### config.mk
export PLATFORM = sky130hd
export DESIGN_NAME = instr_fetch
export DESIGN_NICKNAME = d
export VERILOG_FILES = /design/src/rtl/instr_fetch.sv
export SDC_FILE = /design/constraint.sdc
export NUM_CORES = 1
export LEC_CHECK = 0
export ABC_AREA = 1
export BUFFER_PORTS_ARGS = -buffer_cell sky130_fd_sc_hd__buf_2
export CORE_ASPECT_RATIO = 0.5
export CORE_MARGIN = 2
export CORE_UTILIZATION = 31
export CTS_BUF_LIST = sky130_fd_sc_hd__clkbuf_4
export DETAILED_ROUTE_END_ITERATION = 16
export PLACE_DENSITY = 0.63
export SYNTH_ARGS = -nofsm -noshare
export SYNTH_HDL_FRONTEND = slang
export SYNTH_SLANG_ARGS = --single-unit
### constraint.sdc
create_clock -name clk -period 3.8 [get_ports clk]
set_input_delay 0.57 -clock clk [delete_from_list [all_inputs] [get_ports clk]]
set_output_delay 0.57 -clock clk [all_outputs]
set_load 0.01 [all_outputs]
### src/rtl/instr_fetch.sv
// ----------------------------------------------------------------------------
// instr_fetch
//
// Fetches 1- or 2-byte instructions from a synchronous, byte-wide instruction
// memory. The current pc is read from the PC block. Each instruction goes to
// decode with a valid/ready handshake. On every accept, a one-cycle pc_update
// pulse (with pc_inc2) is sent back to the PC block.
//
// Fetch sequence per instruction:
//   StAddr0 : drive pc on imem_addr and latch it as instr_pc
//   StByte0 : capture byte0 and drive pc+1 speculatively
//   StByte1 : capture byte1 (2-byte instructions only)
//   StValid : hold the instruction until decode accepts it
//
// Parameters:
//   LONG_MASK   mask applied to byte0 for long-instruction detection
//   LONG_MATCH  (byte0 & LONG_MASK) == LONG_MATCH marks a 2-byte instruction
//   PERF_W      width of the stall counter
//
// Ports:
//   clk          system clock; all state changes on the rising edge
//   reset        synchronous, active-high reset
//   pc           current PC value from the PC block
//   imem_addr    imem byte address; the data returns on the next cycle
//   imem_data    imem read data for the address driven on the previous cycle
//   flush        discard any in-flight fetch and restart from pc
//   instr_valid  instr / instr_pc / instr_len2 hold a valid instruction
//   instr_ready  decode accepts when instr_valid && instr_ready
//   instr        {byte0, byte1}; byte1 is 8'h00 for 1-byte instructions
//   instr_len2   the instruction is 2 bytes long
//   instr_pc     pc value the instruction was fetched from
//   pc_update    one-cycle pulse to the PC block on accept
//   pc_inc2      with pc_update, advance the PC by 2 instead of 1
//   stall_cnt    count of cycles with instr_valid && !instr_ready
//
// Build option:
//   FETCH_PERF_CNT_EN  When defined, stall_cnt is a saturating counter that
//                      only reset clears. When undefined, stall_cnt is
//                      tied to 0.
// ----------------------------------------------------------------------------
module instr_fetch #(
    parameter logic [7:0]  LONG_MASK  = 8'hE0,
    parameter logic [7:0]  LONG_MATCH = 8'hE0,
    parameter int unsigned PERF_W     = 16
) (
    input  logic              clk,
    input  logic              reset,
    input  logic [7:0]        pc,
    output logic [7:0]        imem_addr,
    input  logic [7:0]        imem_data,
    input  logic              flush,
    output logic              instr_valid,
    input  logic              instr_ready,
    output logic [15:0]       instr,
    output logic              instr_len2,
    output logic [7:0]        instr_pc,
    output logic              pc_update,
    output logic              pc_inc2,
    output logic [PERF_W-1:0] stall_cnt
);

    typedef enum logic [1:0] {
        StAddr0,
        StByte0,
        StByte1,
        StValid
    } state_e;

    state_e     state_q, state_d;
    logic [7:0] byte0_q, byte0_d;
    logic [7:0] byte1_q, byte1_d;
    logic [7:0] instr_pc_q, instr_pc_d;
    logic       len2_q, len2_d;
    logic       accept;
    logic       is_long;

    // Decode the length from the raw memory data. The result is used only in StByte0.
    assign is_long = ((imem_data & LONG_MASK) == LONG_MATCH);

    // ------------------------------------------------------------------------
    // Next-state and address logic
    // ------------------------------------------------------------------------
    always_comb begin
        state_d    = state_q;
        byte0_d    = byte0_q;
        byte1_d    = byte1_q;
        instr_pc_d = instr_pc_q;
        len2_d     = len2_q;
        accept     = 1'b0;
        imem_addr  = pc;

        unique case (state_q)
            StAddr0: begin
                instr_pc_d = pc;
                state_d    = StByte0;
            end
            StByte0: begin
                // Speculative second-byte read. The 8-bit add wraps 8'hFF to 8'h00.
                imem_addr = pc + 8'd1;
                byte0_d   = imem_data;
                len2_d    = is_long;
                if (is_long) begin
                    state_d = StByte1;
                end else begin
                    byte1_d = 8'h00;
                    state_d = StValid;
                end
            end
            StByte1: begin
                byte1_d = imem_data;
                state_d = StValid;
            end
            StValid: begin
                if (instr_ready) begin
                    accept  = 1'b1;
                    state_d = StAddr0;
                end
            end
            default: begin
                state_d = StAddr0;
            end
        endcase

        // Flush overrides everything, including an accept in the same cycle.
        if (flush) begin
            state_d = StAddr0;
            accept  = 1'b0;
        end
    end

    // ------------------------------------------------------------------------
    // State registers
    // ------------------------------------------------------------------------
    always_ff @(posedge clk) begin
        if (reset) begin
            state_q    <= StAddr0;
            byte0_q    <= 8'h00;
            byte1_q    <= 8'h00;
            instr_pc_q <= 8'h00;
            len2_q     <= 1'b0;
        end else begin
            state_q    <= state_d;
            byte0_q    <= byte0_d;
            byte1_q    <= byte1_d;
            instr_pc_q <= instr_pc_d;
            len2_q     <= len2_d;
        end
    end

    // ------------------------------------------------------------------------
    // Outputs
    // ------------------------------------------------------------------------
    assign instr_valid = (state_q == StValid);
    assign instr       = {byte0_q, byte1_q};
    assign instr_len2  = len2_q;
    assign instr_pc    = instr_pc_q;

    // Reset has priority, so a pending accept never reaches the PC block.
    assign pc_update   = accept && !reset;
    assign pc_inc2     = pc_update && len2_q;

    // ------------------------------------------------------------------------
    // Stall counter
    // ------------------------------------------------------------------------
`ifdef FETCH_PERF_CNT_EN
    logic [PERF_W-1:0] stall_cnt_q;

    always_ff @(posedge clk) begin
        if (reset) begin
            stall_cnt_q <= '0;
        end else if (instr_valid && !instr_ready && !flush && (stall_cnt_q != '1)) begin
            stall_cnt_q <= stall_cnt_q + 1'b1;
        end
    end

    assign stall_cnt = stall_cnt_q;
`else
    assign stall_cnt = '0;
`endif

endmodule

==> impl_metrics.json <==
{
  "multiInputGateArea_um2": 773,
  "worst_ep_required_time_ns": 3.23,
  "synth-simple-area-share_pct": 27.8,
  "die_w_um": 102,
  "syn_avg_cell_area_um2": 7.49,
  "layout-drive-gt1-share_pct": 26.9,
  "grt_max_degree": 25,
  "intPower_w": 0.000402,
  "initial_utilization_pct": 33.1,
  "p_sw_w": 0.000191,
  "synth-compound-area-share_pct": 12.1,
  "status": "finished, final reports clean",
  "routedWlPerCell_um": 10.0,
  "finClkSkew_ns": 0.0109,
  "place.port_buffers": 55,
  "rows": 17,
  "crit_start": "state_q[1]$_SDFFE_PP0P_",
  "seqCellArea_um2": 541,
  "final_cell_mix": "buf_2, nor2_1, nand2_1",
  "p_leak_nw": 0.928,
  "hold_viol_final": 0,
  "insertion_delay_ns": 0.34,
  "synth.distinct_cells": 29,
  "synthXorXnorAreaFrac_pct": 2.94,
  "cts_setup_buffers": 0,
  "pre_cts_ws_ns": 1.41,
  "grt_pass1_vias": 1171,
  "synthAdderAreaFrac_pct": 5.03,
  "syn_area_um2": 1490,
  "hp-class": "in2reg",
  "path_clk_slew_ns": 0.16,
  "rsz0062_at_grt": "no",
  "seqPwrFrac_pct": 53.5,
  "ir_drop_mv": 0.148,
  "synth_top_family_by_area": "simple AND/OR/NAND/NOR gates",
  "setup_ws_ns": 1.07,
  "diodes": 0,
  "dieHeight_um": 53.0,
  "tightest_slew_ns": 0.699,
  "fill_cells": 486,
  "synth_cells": 199,
  "die-area_um2": 5420,
  "ant_nets": 0,
  "p_per_area_nw_per_um2": 337,
  "cp_max_fo": 16,
  "grt.total_usage_pct": 12.1,
  "crit_end": "imem_addr[6]",
  "yosys_register_bits": 27,
  "slew_headroom_pct": 53.4,
  "synth_edf_count": 0,
  "critPathCaptureType": "output port",
  "reg2reg_from": "state_q[1]$_SDFFE_PP0P_",
  "grt-ovfl-total": 0,
  "hpwl_um": 2460,
  "cts_root_buf": "clkbuf_4",
  "area_growth_pct": 17.9,
  "seq_area_frac_synth_pct": 36.2,
  "drv_slew": 0,
  "viasPerCell": 4.20,
  "fin_crit_sh_pct": 71.9,
  "finalNetCount": 276,
  "comb_power_share_pct": 23.7,
  "async_reset_ff_share_pct": 0,
  "rrSetupSlack_ns": 2.07,
  "synth_mux_area_share_pct": 0,
  "clkPwrFrac_pct": 22.7,
  "critPathKind": "reg2out",
  "grt_pass1_wl_um": 5120,
  "drc": 0,
  "cts_resized": 0,
  "ios": 72,
  "drt-total-wl_um": 3150,
  "clock_tree.buffer_depth": 2,
  "reg2regPathDepth": 5,
  "cts_sinks": 27,
  "core_um2": 4510,
  "final_common_cell": "buf_2",
  "start_kind": "flip-flop",
  "crit-reg2reg-capture": "byte1_q[2]$_SDFFE_PP0P_",
  "yosysWarnings": 0,
  "cts_made_buffers": 3,
  "switching_share_pct": 32.3,
  "hp-start": "reset",
  "grt_antenna_before_repair": 0,
  "arrival_ns": 2.16,
  "routabilityCongestion": 0.816,
  "synth_top_flop_cell": "dfxtp_1",
  "cts_tree": "built",
  "drv_cap": 0,
  "htreeDepth": 1,
  "fin_crit_ns": 2.73,
  "num_vias": 1323,
  "setup_tns_ns": 0,
  "cts_hold_buf": 0,
  "dr.pass1.iters": 4,
  "setup_viol": 0,
  "max_freq_ghz": 0.366,
  "dr.first_iter.drc_count": 39
}
[cell usage after synthesis, types with 2 or more instances]
library cell | instances | area [um^2]
nor2_1 | 39 | 146
a21boi_1 | 2 | 15.0
nand3b_1 | 8 | 60.1
xor2_1 | 4 | 35.0
buf_4 | 16 | 120
a21boi_0 | 6 | 45.0
inv_1 | 12 | 45.0
ha_1 | 6 | 75.1
nand2_4 | 2 | 22.5
nand3_1 | 2 | 10.0
dfxtp_1 | 27 | 541
o21ai_0 | 16 | 80.1
nand2_2 | 2 | 12.5
buf_2 | 4 | 20.0
buf_6 | 3 | 33.8
a21oi_1 | 4 | 20.0
nand2_1 | 34 | 128
[critical path: stages, from the launching register on]
cell     delay (ns)
dfxtp_1        0.37
inv_1          0.12
ha_1           0.62
nand4_1        0.29
nor2_1         0.15
nand2_1        0.06
nand2_1        0.06
inv_1          0.03
buf_2          0.12
[final cells by class]
class                      count  area share, %
sequential                    27           30.7
tap                           66           4.70
clock inverter                 1          0.427
inverter                      13           3.20
clock buffer                   3           1.28
timing repair buffer          55           15.7
multi-input combinational    150           44.0
[power by group through the flow]
stage | sequential [W] | combinational [W] | clock, W
2_1_floorplan | 0.000334 | 0.0000917 | 0
3_3_place_gp | 0.000324 | 0.000141 | 0
3_5_place_dp | 0.000324 | 0.000141 | 0
4_1_cts | 0.000318 | 0.000142 | 0.000140
5_1_grt | 0.000321 | 0.000161 | 0.000147
6_report | 0.000317 | 0.000141 | 0.000135
[registers in the layout (all words and copies together) (netlist names)]
register and flops:
state_q 2, byte1_q 8, instr_pc 8, instr_len2 1, byte0_q 8
[cell families (layout without fill, tap and decap cells)]
kind of cell	Yosys count	in the layout
DFF	27	27
and+or+nand+nor	92	92
xor gates and xnor gates	5	5
AOI/OAI and AO/OA	31	31
adders and majority gates	6	6
other	1	16
buffers and inverters	37	72
[routing by layer]
| metal | vias up | GRT usage, % | share of wire (%) |
|---|---|---|---|
| li1 | 694 | - | - |
| met3 | 2 | 3.17 | 4.7 |
| met4 | 0 | 3.33 | 0.44 |
| met5 | - | 0 | 0 |
| met2 | 34 | 21.4 | 48 |
| met1 | 593 | 14.8 | 47 |
[how the worst min path moves through the flow]
stage,endpoint,slack (ns),cells after the start
4_1_cts,byte0_q[6]$_SDFFE_PP0N_,0.36,2
2_1_floorplan,byte0_q[6]$_SDFFE_PP0N_,0.48,2
6_report,byte0_q[6]$_SDFFE_PP0N_,0.38,2
3_5_place_dp,byte0_q[6]$_SDFFE_PP0N_,0.45,2
3_3_place_gp,byte0_q[6]$_SDFFE_PP0N_,0.45,2
5_1_grt,byte0_q[6]$_SDFFE_PP0N_,0.37,2
[through the flow]
| step | area, um^2 | hold slack [ns] | instances | util (%) | total power, W |
|---|---|---|---|---|---|
| global placement | 1730 | 0.447 | 311 | 38.3 | 0.000464 |
| floorplan | 1550 | 0.477 | 214 | - | 0.000426 |
| CTS | 1760 | 0.363 | 315 | 39.0 | 0.000600 |
| finish | 1760 | 0.376 | 315 | 39.0 | 0.000593 |
| global route | 1760 | 0.367 | 315 | 39.0 | 0.000629 |
| detailed placement | 1730 | 0.451 | 311 | 38.3 | 0.000465 |
Power figures use the tool's default switching activity.
